**src/rtl/seq_pattern_detect.sv**
```systemverilog
// Serial bit-pattern detector: programmable 1..MAX_LEN pattern, overlap mode, saturating match counter.
// Latency: seq_seen pulses the cycle after the matching bit's edge; no backpressure, one bit per valid cycle.
module seq_pattern_detect #(
    parameter int                 MAX_LEN     = 8,
    parameter int                 LEN_W       = $clog2(MAX_LEN + 1),
    parameter int                 CNT_W       = 8,
    parameter logic [MAX_LEN-1:0] DEF_PATTERN = MAX_LEN'(4'b1001),
    parameter int                 DEF_LEN     = 4,
    parameter bit                 DEF_OVERLAP = 1'b0
) (
    input  logic               clk,
    input  logic               reset,
    input  logic               cfg_load,
    input  logic [MAX_LEN-1:0] cfg_pattern,
    input  logic [LEN_W-1:0]   cfg_len,
    input  logic               cfg_overlap,
    input  logic               in_valid,
    input  logic               in_bit,
    output logic               seq_seen,
    output logic [CNT_W-1:0]   match_count,
    output logic               cfg_err,
    output logic [LEN_W-1:0]   cur_len
);

    logic [MAX_LEN-1:0] pattern_q;
    logic [LEN_W-1:0]   len_q;
    logic               overlap_q;
    logic [MAX_LEN-1:0] hist_q;
    logic [LEN_W-1:0]   fill_q;

    logic [MAX_LEN-1:0] hist_nxt;
    logic [MAX_LEN:0]   mask_full;
    logic [MAX_LEN-1:0] mask;
    logic [LEN_W:0]     fill_inc;
    logic [LEN_W-1:0]   fill_sat;
    logic               hit;
    logic               cfg_ok;

    // fill < len is the FILLING phase; once fill+1 reaches len every valid bit is compared (HUNTING).
    always_comb begin
        hist_nxt  = {hist_q[MAX_LEN-2:0], in_bit};
        mask_full = ((MAX_LEN + 1)'(1) << len_q) - (MAX_LEN + 1)'(1);
        mask      = mask_full[MAX_LEN-1:0];
        fill_inc  = {1'b0, fill_q} + (LEN_W + 1)'(1);
        fill_sat  = (fill_inc > (LEN_W + 1)'(MAX_LEN)) ? LEN_W'(MAX_LEN) : fill_inc[LEN_W-1:0];
        hit       = (fill_inc >= {1'b0, len_q}) && ((hist_nxt & mask) == (pattern_q & mask));
        cfg_ok    = (cfg_len != '0) && (cfg_len <= LEN_W'(MAX_LEN));
    end

    always_ff @(posedge clk) begin
        if (reset) begin
            pattern_q   <= DEF_PATTERN;
            len_q       <= LEN_W'(DEF_LEN);
            overlap_q   <= DEF_OVERLAP;
            hist_q      <= '0;
            fill_q      <= '0;
            match_count <= '0;
            seq_seen    <= 1'b0;
            cfg_err     <= 1'b0;
        end else begin
            seq_seen <= 1'b0;
            cfg_err  <= 1'b0;
            if (cfg_load) begin
                // The bit presented alongside a load is dropped whether or not the load is accepted.
                if (cfg_ok) begin
                    pattern_q   <= cfg_pattern;
                    len_q       <= cfg_len;
                    overlap_q   <= cfg_overlap;
                    hist_q      <= '0;
                    fill_q      <= '0;
                    match_count <= '0;
                end else begin
                    cfg_err <= 1'b1;
                end
            end else if (in_valid) begin
                hist_q <= hist_nxt;
                fill_q <= (hit && !overlap_q) ? '0 : fill_sat;
                if (hit) begin
                    seq_seen <= 1'b1;
                    if (match_count != '1)
                        match_count <= match_count + CNT_W'(1);
                end
            end
        end
    end

    assign cur_len = len_q;

endmodule

```
**config.mk**
```make
export PLATFORM = sky130hd
export DESIGN_NAME = seq_pattern_detect
export DESIGN_NICKNAME = d
export VERILOG_FILES = /design/src/rtl/seq_pattern_detect.sv
export SDC_FILE = /design/constraint.sdc
export NUM_CORES = 1
export LEC_CHECK = 0
export BUFFER_PORTS_ARGS = -buffer_cell sky130_fd_sc_hd__buf_2
export CORE_MARGIN = 2
export CORE_UTILIZATION = 35
export CTS_CLUSTER_DIAMETER = 200
export DETAILED_ROUTE_END_ITERATION = 16
export PLACE_DENSITY = 0.59
export SYNTH_ARGS = -nofsm -noshare
export SYNTH_HDL_FRONTEND = slang
export SYNTH_SLANG_ARGS = --single-unit
```
**constraint.sdc**
```tcl
create_clock -name clk -period 7.7 [get_ports clk]
set_input_delay 1.54 -clock clk [delete_from_list [all_inputs] [get_ports clk]]
set_output_delay 1.54 -clock clk [all_outputs]
set_load 0.005 [all_outputs]
```
; ---- Word-level counts from Yosys, hierarchy flattened
; Cells that the tools add are included.
; W data, S select, Z words.
[op_classes]
n_addsub = 3
magnitude_cmp = 3
eq_ne = 3
n_shift = 1
mux = 14
bitwise = 4
reduce_logical = 13
[op_table]
columns = operator, count
row1 = $mux W8, 5
row2 = $mux W4, 5
row3 = $and A8 B8 Y8, 2
row4 = $mux W7, 2
row5 = $add A8 B1 Y8 const B, 1
row6 = $eq A8 B8 Y1, 1
row7 = $ne A8 B8 Y1 const B, 1
row8 = $shl A1 B4 Y8 const A, 1
row9 = $sub A8 B2 Y8 const B, 1
row10 = $reduce_bool A2 Y1, 3
row11 = $add A4 B1 Y5 const B, 1
row12 = $ge A5 B4 Y1, 1
row13 = $gt A5 B4 Y1 const B, 1
row14 = $le A4 B4 Y1 const B, 1
row15 = $reduce_and A2 Y1, 2
row16 = $reduce_and A4 Y1, 1
row17 = $reduce_bool A4 Y1, 1
row18 = $logic_and A1 B1 Y1, 3
row19 = $reduce_or A3 Y1, 1
row20 = $mux W1, 2
row21 = $ne A2 B1 Y1 const B, 1
row22 = $not A1 Y1, 2
row23 = $reduce_or A2 Y1, 1
row24 = $logic_not A1 Y1, 1
[totals]
reg_bits = 34
inputBits = 18
output_inout_bits = 14
wordCells = 49

; ---- Logic depth before layout (Yosys ltp)
[depth]
ltp_word = 9
depth_mapped = 11
mapped_depth_nobuf = 9

; ---- Worst setup path after synthesis
; OpenSTA, ideal clock, no wires.
[synth_timing]
path_type = input to register
start = in cfg_len[0]
end = reg match_count[2]
setup_time_ns = 0.070
t_arrival_ns = 3.055
required_time_ns = 7.630
setup_slack_ns = 4.575
path_stages = 8
path_buffers = 2
cell_sequence = o31ai_1 -> and3_1 -> clkbuf_1 -> o21a_1 -> nand4_4 -> buf_6 -> or3_1 -> a21oi_1
[synth_via]
elab_chain_cells = 4
word_cells_on_any_way = 5
cone_classes = order compare: 1 / eq/ne: 1 / reduce/logical: 3
[synth_lines]
columns = element, line_no
row1 = start: declaration, 15  ; input logic [LEN_W-1:0] cfg_len,
row2 = $le A4 B4 Y1 / $reduce_bool A4 Y1 (equally long branches), 47  ; cfg_ok = (cfg_len != '0) && (cfg_len <= LEN_W'(MAX_LEN));
row3 = $logic_and A1 B1 Y1 (*), 47
row4 = $ne A2 B1 Y1 (no line) (*), n/a
row5 = $reduce_and A4 Y1 (no line) (*), n/a
row6 = end signal: assignment, 81  ; match_count <= match_count + CNT_W'(1);
row7 = end: declaration, 20  ; output logic [CNT_W-1:0] match_count,
; Mark *: on every way between the ends. The rest lies on a longest branch, timed or not.
; A chain may end at the register's enable or synchronous reset.

; ---- Worst setup path in the final report
[layout_timing]
start = in cfg_len[0]
end = reg match_count[4]
; The elaborated chain is that of the path after synthesis.

==> impl_metrics.csv <==
group,metric,value,unit
sta,slew_viol_final,0,
logic_synthesis,synth-async-reset-ratio,0,%
worst_setup_path,worstSetupPathType,"in -> reg",
global_route,maximum_number_of_pins_on_one_net_before_global_route_repair,30,
worst_setup_path,critPathRequiredTime,7.92,ns
finish,filler_cell_count,548,
sta,setup-violations-final,0,
clocking,worst_skew_pair.late_latency,0.29,ns
drt,wl,3970,um
sta,worst_slew_margin_rel,49.4,%
pwr,power_frac_comb,11.6,%
pwr,power_switching_share,26.5,%
finish,layout-drive-gt1-share,18.4,%
logic_synthesis,yosysTopAreaCell,"dfxtp_1",
finish,post_route_standard_cell_area_excluding_fillers,0.00206,mm^2
clocking,post-cts-setup-buffers,0,
placement,io_buffers,31,
sta,final_period_minus_worst_setup_slack,3.37,ns
logic_synthesis,synth_enable_flop_cells,0,
global_route,grt_first_pass_wirelength,6530,um
placement,placement.cell_area,0.00198,mm^2
sta,final_hold_viol_count,0,
logic_synthesis,most_repeated_cell_in_the_gate_level_netlist_after_synthesis,"nand2_1",
finish,finish.net_count,276,
global_route,antenna_violations_before_repair,0,
worst_setup_path,timing.critical_path.to_type,"flop",
sta,rsz0062_at_grt,"no",
logic_synthesis,syn-mean-instance-area,8.05,um^2
drt,route.detailed.vias_per_inst,5.00,
clocking,postCtsResizedCells,0,
clocking,clk_root_buffer_cell,"clkbuf_8",
pwr,static_leakage,0.847,nW
sta,worst_pin_slew,0.758,ns
logic_synthesis,yosys-top-cells-area,"dfxtp_1, a21oi_1, nand2_1",
pwr,p_switching,0.0933,mW
placement,dp_hpwl,2770,um
global_route,grt_util_all_layers,15.2,%
clocking,cts_buffer_depth,2,
die,die_h,75.6,um
finish,seq_area,681,um^2
drt,drt-wirelength-per-cell,12.4,um
pwr,power.clock.fraction,35.4,%
clocking,cts_tree,"done",
placement,preCtsSetupSlack,4.02,ns
logic_synthesis,synth_ff_type,"dfxtp_1",
clocking,cts_num_sinks,34,
clocking,path_clk_slew,0.07,ns
worst_setup_path,setup.worst_path.start_class,"input pin",
sta,setup_total_negative_slack,0,ns
drt,via_count,1600,
worst_setup_path,setup_slack_of_the_worst_register_to_register_path,4.99,ns
clocking,cts_buffers,5,
logic_synthesis,syn-instance-count,223,
finish,n_antenna_cell,0,
worst_setup_path,crit_path_max_fanout,16,
drt,antenna_violating_nets_post_route,0,
status,status,"completed",
logic_synthesis,synth_sequential_area_ratio,37.9,%
sta,maxClockFrequency,297,MHz
pwr,max-vdd-ir-drop,0.104,mV
finish,area_delta_synth_final,14.8,%
placement,place_congestion,0.763,
logic_synthesis,synth.distinct_cells,43,
logic_synthesis,ys_warn_count,0,
finish,combined_area_of_the_multi_input_logic_cells,0.00103,mm^2
logic_synthesis,syn-num-nets,249,
sta,post-route-worst-setup-slack,4.33,ns
logic_synthesis,synth_top_cell_area_share,37.9,%
drt,drt_pass1_iterations,4,
worst_setup_path,signal_arrival_time_at_the_worst_endpoint,3.59,ns
flow_run,cap_violations,0,
die,fp-row-count,26,
sta,finalCritPeriodShare,43.7,%
logic_synthesis,synth-seq-cells,34,
die,io_pins,32,
die,core_region_area,0.00504,mm^2
die,floorplan.initialDensity,35.6,%
pwr,pwr_cell_area,171,mW/mm^2
die,floorplan.die_area,0.00572,mm^2
sta,fin_skew,0.00257,ns
hold_path,min-delay-path-class,"reg -> reg",
drt,number_of_drc_violations_after_detailed_routing_iteration_0,51,
die,die-width,75.6,um
pwr,seqPwrFrac,53.0,%
global_route,grt-ovfl-total,0,
logic_synthesis,synth_top_cells_by_count,"nand2_1, dfxtp_1, a21oi_1",
global_route,first_global_vias,1381,
pwr,p_int,0.258,mW
drt,post_route_drc,0,
logic_synthesis,syn-cell-area,0.00180,mm^2
clocking,cts-htree-levels,2,
clocking,holdBufCountCts,0,
-- placed cells by master, fill, tap and decap left out, types with 4 or more instances in the layout --
cell,n
nand2_1,37
dfxtp_1,34
buf_2,31
a21oi_1,28
nand3_1,16
o21ai_0,13
inv_1,8
xor2_1,8
ha_1,8
or3_1,7
nor2_1,6
nor3_1,5
clkbuf_8,5
and3_1,4
-- layer usage --
metal	wire [um]	track usage (%)	vias up
met4	76	7.02	0
met3	134	3.57	7
met5	0	0	-
met1	1970	20.3	726
met2	1790	23.1	25
li1	-	-	842
-- per-stage QoR --
step	util (%)	cells	power, mW	hold WS (ns)
after floorplan	-	223	0.218	0.448
after global placement	39.3	313	0.232	0.461
after detailed placement	39.3	313	0.232	0.462
after CTS	40.9	320	0.358	0.471
after global routing	40.9	320	0.371	0.483
final	40.9	320	0.352	0.469
-- logic make-up (layout without fill, tap and decap cells) --
family                   Yosys count  count (layout)  share of synthesized area [%]
multiplexers                       2               2                           1.12
AND/OR/NAND/NOR                   93              93                           26.9
adder cells (fa/ha/maj)            8               8                           5.58
AO/OA/AOI/OAI                     57              57                           18.8
buffers and inverters             19              46                           4.81
flip-flops                        34              34                           37.9
XOR/XNOR                          10              10                           4.88
-- area by class of cell --
type,count,share of cell area [%]
sequential,34,33.0
timing repair buffer,31,7.53
multi-input combinational,170,49.9
inverter,8,1.46
clock buffer,5,3.34
clock inverter,2,0.486
tap,70,4.25
-- worst max-delay path: stages --
cell	delay (ns)
buf_2	0.11
o31ai_1	0.26
and3_1	0.64
o21a_1	0.27
nand4_4	0.21
or3_1	0.41
a21oi_1	0.14
-- registers in the layout, summed over array words and instances, names as in the netlist --
register     flops
seq_seen         1
overlap_q        1
cur_len          4
cfg_err          1
match_count      8
pattern_q        8
fill_q           4
hist_q           7
-- worst paths after layout --
check                                     end                       from  cells past startpoint
setup / recovery  match_count[4]$_SDFFE_PP0P_                 cfg_len[0]                      7
hold / removal      pattern_q[2]$_SDFFE_PP0P_  pattern_q[2]$_SDFFE_PP0P_                      2
setup reg to reg  match_count[4]$_SDFFE_PP0P_    cur_len[0]$_SDFFE_PP0P_                      8
hold reg to reg     pattern_q[2]$_SDFFE_PP0P_  pattern_q[2]$_SDFFE_PP0P_                      2
-- power by group through the flow --
stage          combinational (mW)  sequential (mW)  clock, mW
2_1_floorplan              0.0292            0.189          0
6_report                   0.0408            0.186      0.124
3_3_place_gp               0.0412            0.190          0
4_1_cts                    0.0414            0.186      0.130
5_1_grt                    0.0469            0.187      0.137
3_5_place_dp               0.0411            0.190          0
Note: power is estimated with default switching activity, not from simulation.
